File: src/rtl/shared_reg_arbiter_if.sv
// Bus between the requesting control units (master) and the shared-register arbiter (slave).
// fsm_state mirrors the arbiter FSM (0 = IDLE, 1 = GRANT) so checkers can observe it.
interface shared_reg_arbiter_if #(
  parameter int NREQ  = 4,
  parameter int WIDTH = 8
);
  localparam int IW = $clog2(NREQ);

  logic [NREQ-1:0]       req;
  logic [NREQ*WIDTH-1:0] wdata;
  logic [NREQ-1:0]       gnt;
  logic [NREQ-1:0]       ack;
  logic [WIDTH-1:0]      q;
  logic [IW-1:0]         owner;
  logic                  busy;
  logic                  fsm_state;

  modport master (
    output req, wdata,
    input  gnt, ack, q, owner, busy, fsm_state
  );

  modport slave (
    input  req, wdata,
    output gnt, ack, q, owner, busy, fsm_state
  );
endinterface

File: src/rtl/shared_reg_arbiter.sv
// Round-robin arbiter owning a single WIDTH-bit register shared by NREQ requesters.
// Handshake: a requester holds req[i] and its wdata slice stable until it sees ack[i] for one cycle;
// dropping req[i] while granted aborts the write without touching q, owner or the priority pointer.
module shared_reg_arbiter #(
  parameter int NREQ  = 4,
  parameter int WIDTH = 8
) (
  input  logic                  clk,
  input  logic                  reset,
  shared_reg_arbiter_if.slave   bus
);
  localparam int IW = $clog2(NREQ);
  localparam logic [NREQ-1:0] ONE = NREQ'(1);

  typedef enum logic {IDLE = 1'b0, GRANT = 1'b1} state_e;

  state_e           state_q;
  logic [IW-1:0]    ptr_q;
  logic [IW-1:0]    win_q;
  logic [IW-1:0]    owner_q;
  logic [NREQ-1:0]  gnt_q;
  logic [NREQ-1:0]  ack_q;
  logic [WIDTH-1:0] q_q;
  logic             busy_q;

  logic [IW-1:0]    win_d;
  logic [IW-1:0]    cand;

  // Walk offsets from farthest to nearest so the set bit closest to ptr wins.
  always_comb begin
    win_d = ptr_q;
    cand  = ptr_q;
    for (int i = NREQ - 1; i >= 0; i--) begin
      cand = ptr_q + IW'(i);
      if (bus.req[cand]) win_d = cand;
    end
  end

  always_ff @(posedge clk) begin
    if (reset) begin
      state_q <= IDLE;
      ptr_q   <= '0;
      win_q   <= '0;
      owner_q <= '0;
      gnt_q   <= '0;
      ack_q   <= '0;
      q_q     <= '0;
      busy_q  <= 1'b0;
    end else begin
      case (state_q)
        IDLE: begin
          ack_q <= '0;
          if (|bus.req) begin
            gnt_q   <= ONE << win_d;
            win_q   <= win_d;
            busy_q  <= 1'b1;
            state_q <= GRANT;
          end else begin
            gnt_q <= '0;
          end
        end
        GRANT: begin
          gnt_q   <= '0;
          busy_q  <= 1'b0;
          state_q <= IDLE;
          if (bus.req[win_q]) begin
            q_q     <= bus.wdata[int'(win_q)*WIDTH +: WIDTH];
            ack_q   <= ONE << win_q;
            owner_q <= win_q;
            ptr_q   <= win_q + IW'(1);
          end else begin
            ack_q <= '0;
          end
        end
        default: state_q <= IDLE;
      endcase
    end
  end

  assign bus.gnt       = gnt_q;
  assign bus.ack       = ack_q;
  assign bus.q         = q_q;
  assign bus.owner     = owner_q;
  assign bus.busy      = busy_q;
  assign bus.fsm_state = state_q;
endmodule

File: src/flat_wrapper.sv
// flat-port wrapper written by rule: the top's interface ports become plain ports
module shared_reg_arbiter_flat 
#(
  parameter int NREQ  = 4,
  parameter int WIDTH = 8
)
  (clk, reset, bus_req, bus_wdata, bus_gnt, bus_ack, bus_q, bus_owner, bus_busy, bus_fsm_state);
  shared_reg_arbiter_if #(.NREQ(NREQ), .WIDTH(WIDTH)) bus_i ();
  input  logic clk;
  input  logic reset;
  input wire logic [$bits(bus_i.req)-1:0] bus_req;
  input wire logic [$bits(bus_i.wdata)-1:0] bus_wdata;
  output wire logic [$bits(bus_i.gnt)-1:0] bus_gnt;
  output wire logic [$bits(bus_i.ack)-1:0] bus_ack;
  output wire logic [$bits(bus_i.q)-1:0] bus_q;
  output wire logic [$bits(bus_i.owner)-1:0] bus_owner;
  output wire logic [$bits(bus_i.busy)-1:0] bus_busy;
  output wire logic [$bits(bus_i.fsm_state)-1:0] bus_fsm_state;
  assign bus_i.req = bus_req;
  assign bus_i.wdata = bus_wdata;
  assign bus_gnt = bus_i.gnt;
  assign bus_ack = bus_i.ack;
  assign bus_q = bus_i.q;
  assign bus_owner = bus_i.owner;
  assign bus_busy = bus_i.busy;
  assign bus_fsm_state = bus_i.fsm_state;
  shared_reg_arbiter #(.NREQ(NREQ), .WIDTH(WIDTH)) u_core (.clk(clk), .reset(reset), .bus(bus_i));
endmodule
File: config.mk
export PLATFORM = sky130hd
export DESIGN_NAME = shared_reg_arbiter_flat
export DESIGN_NICKNAME = d
export VERILOG_FILES = /design/src/rtl/shared_reg_arbiter_if.sv /design/src/rtl/shared_reg_arbiter.sv /design/src/flat_wrapper.sv
export SDC_FILE = /design/constraint.sdc
export NUM_CORES = 1
export LEC_CHECK = 0
export BUFFER_PORTS_ARGS = -buffer_cell sky130_fd_sc_hd__buf_4
export CAP_MARGIN = 30
export CORE_ASPECT_RATIO = 0.6
export CORE_UTILIZATION = 35
export DETAILED_ROUTE_END_ITERATION = 6
export HOLD_SLACK_MARGIN = 0.05
export PLACE_DENSITY = 0.76
export SLEW_MARGIN = 15
export SYNTH_ARGS = -nofsm -noshare
export SYNTH_HDL_FRONTEND = slang
export SYNTH_SLANG_ARGS = --single-unit
File: constraint.sdc
create_clock -name clk -period 1.6 [get_ports clk]
set_clock_uncertainty 0.05 [all_clocks]
set_input_delay 0.08 -clock clk [delete_from_list [all_inputs] [get_ports clk]]
set_output_delay 0.08 -clock clk [all_outputs]
set_load 0.02 [all_outputs]
==> summary.txt <==
Worst setup path
  – Worst r2r dst: u_core.bus.gnt[1]
  – Internal reg-to-reg setup slack: 0.04 ns
  – Slowest-stage cell, CP: or4b_4
  – Critical-path cell list: or3_4, or4b_4, nor2b_2
  – Worst Path Max Fanout: 5
  – Setup crit end kind: flop
  – Max incr delay on CP: 0.56 ns
  – Type of the worst setup path: flop to flop
  – WP data required: 1.76 ns
  – FF-to-FF path depth: 3
  – Reg2reg start: u_core.bus.fsm_state
  – Worst Setup Start Kind: flop
  – CP arrival: 1.72 ns

Synth
  – Post-synth ARST share: 0%
  – Top cells by area, synth: dfxtp_1 (40%), mux4_2 (15%), mux2i_1 (7.6%)
  – Total number of yosys warnings: 0
  – Yosys reg bits: 24
  – Cell Area, Synth: 0.001190 mm^2
  – Sequential-to-total area share from yosys stat: 40.38%
  – Primary FF master, synth: dfxtp_1
  – Area leader, netlist: dfxtp_1
  – Post-synth top area share: 40.38%
  – Cell count after synthesis: 113
  – Syn nets: 151
  – Number of synthesized flops with an enable pin: 0
  – Yosys cell types: 36
  – Mapped Avg Cell Area: 10.53 um^2

Timing
  – Final worst slack: 0.03726 ns
  – Worst Tran Pin Value: 0.4955 ns
  – Setup_tns: 0 ns
  – Unrepaired setup endpoints after global routing: false
  – Final worst-path cycle share: 97.67%
  – Pins Over Slew Limit: 0
  – Worst slew margin: 66.69%
  – Hold slack: 0.06537 ns
  – Final setup vio count: 0
  – Highest clock rate: 639.9 MHz
  – Post-route minimum period: 1.563 ns
  – Final-report hold violation count: 0

Floorplan
  – Initial core utilization: 39.14%
  – Core ar.: 0.003040 mm^2
  – Die area: 0.003645 mm^2
  – Row cnt: 15
  – Die H: 47.17 um
  – Die X: 77.28 um
  – Num ports: 58

Global routing
  – Antenna violations before repair: 0
  – First-pass GRT wire length: 4.988 mm
  – Total track usage: 18.46%
  – Largest net degree at the start of global routing: 18
  – Gr ovfl total: 0
  – Vias in the first global route: 1119

Placement
  – Detailed-placement wirelength estimate: 2.503 mm
  – PortBufs: 57
  – Post-place setup slack: -0.04074 ns
  – Placer congestion estimate: 0.7603

Power and ir drop
  – Total power: 1459 uW
  – Pleak: 0.0007562 uW
  – Pwr Density: 824.6 mW/mm^2
  – Worst IR Drop VDD: 0.4005 mV

Clock tree
  – H-tree depth: 1
  – Longest Clk Path Bufs: 2
  – CTS tree: built
  – Number of buffers created by CTS: 3
  – Clock latency on the worst-skew pair: 0.27 ns
  – CTS clk-pin slew, worst paths: 0.09 ns
  – Clock root buffer: clkbuf_8
  – Clk sink count: 24

Final layout
  – Antenna cells: 0
  – Layout cell share with drive strength beyond 1: 51.43%
  – Nets: 214
  – Area grow syn2layout: 48.69%
  – Core Util, Final: 58.19%

Detailed routing
  – Vias per Instance: 5.009
  – DRC: 0
  – DR vias: 1087
  – Antenna viol nets, final: 0
  – WL/cell: 14.59 um
  – Detailed Route WL: 3.165 mm
  – Number of detailed-route iterations in the first pass: 4
  – DRT iter0 DRCs: 28

Status
  – Status: completed

Flow run
  – Max Cap Violations: 0

Min path
  – Worst Hold End: u_core.bus.fsm_state
  – HP Start: reset
  – Cell count of the worst hold path: 3
  – HP Class: primary input to flop
-- cells in the final DEF (no fill, tap or decap), types with 3 or more instances in the layout --
| cell | netlist | final |
|---|---|---|
| buf_4 | 1 | 64 |
| dfxtp_1 | 24 | 24 |
| nor2_1 | 13 | 12 |
| mux2i_1 | 9 | 9 |
| mux4_2 | 8 | 8 |
| nand2_1 | 6 | 6 |
| a21oi_1 | 5 | 5 |
| o21ai_0 | 4 | 4 |
| clkbuf_8 | 0 | 4 |
| a211oi_1 | 3 | 3 |
| nor3b_1 | 3 | 3 |
-- cell usage after synthesis, types with 2 or more instances --
cell type and n:
a211oi_1 3, a21oi_1 5, buf_2 4, dfxtp_1 24
inv_1 2, mux2_2 2, mux2i_1 9, mux4_2 8
nand2_1 6, nand2b_1 2, nor2_1 13, nor2b_1 2
nor3_1 2, nor3b_1 3, o21ai_0 4, o21bai_1 2
or2_2 2, or2b_2 2
-- metal layers --
metal,share of wire [%],wire (um),GRT usage (%),up-vias
met1,44,1406,20.71,512
met5,0,0,0,-
li1,-,-,-,527
met4,0.63,20,6.038,0
met3,8.1,256,7.379,4
met2,47,1482,33.63,44
-- worst max path at each step --
stage | slack [ns] | end | depth (start not counted) | start
after floorplan | 0.002 | u_core.bus.owner[1] | 6 | u_core.win_q[1]
after global placement | 0.04 | u_core.bus.owner[1] | 4 | u_core.win_q[1]
after detailed placement | -0.04 | u_core.bus.q[4] | 4 | u_core.win_q[1]
after CTS | 0.03 | u_core.bus.q[4] | 4 | u_core.win_q[1]
after global routing | 0.006 | u_core.bus.gnt[3] | 3 | u_core.bus.fsm_state
final | 0.04 | u_core.bus.gnt[1] | 3 | u_core.bus.fsm_state
-- state kept, by name, indices dropped and copies added (netlist names) --
signal,flops
u_core.bus.ack,4
u_core.bus.busy,1
u_core.bus.fsm_state,1
u_core.bus.gnt,4
u_core.bus.owner,2
u_core.bus.q,8
u_core.ptr_q,2
u_core.win_q,2
-- per-stage QoR --
step                area (um^2)  instances
detailed placement         1683        211
floorplan                  1190        113
global placement           1683        211
finish                     1769        217
global route               1769        217
CTS                        1759        217
-- final cells by class --
cell class | count | area [um^2]
Clock buffer | 4 | 55.05
Timing Repair Buffer | 66 | 500.5
Inverter | 2 | 7.507
Multi-Input combinational cell | 79 | 673.1
Tap cell | 42 | 52.55
Sequential cell | 24 | 480.5
Fill cell | 294 | 1271
-- repair_timing --
| action | 4_1_cts | 5_1_grt |
|---|---|---|
| buffers inserted | 0 | 0 |
| hold buffers | 2 | 0 |
| hold endpoints to repair | 2 | 0 |
| resized for setup | 1 | 2 |
| setup endpoints to repair | 10 | 10 |
| pin swaps | 0 | 0 |
-- power breakdown --
part	switching, uW	internal (uW)	total [uW]
Combinational	174	219	394
Clock	189	220	409
Sequential	23.6	633	656
Total	387	1070	1460
-- logic make-up after synthesis --
family / count (synthesis) / share of synthesized area, %
and+or+nand+nor: 41 / 20.51
DFF: 24 / 40.38
muxes: 19 / 24.61
AOI/OAI and AO/OA: 18 / 9.779
buffers and inverters: 10 / 3.995
xor gates and xnor gates: 1 / 0.7362
-- worst max-delay path, delay by kind of cell, from the launching register on --
kind	cells	cell delay, ns
AND/OR/NAND/NOR	3	1.11
flip-flops	1	0.35
Power figures use the tool's default switching activity.
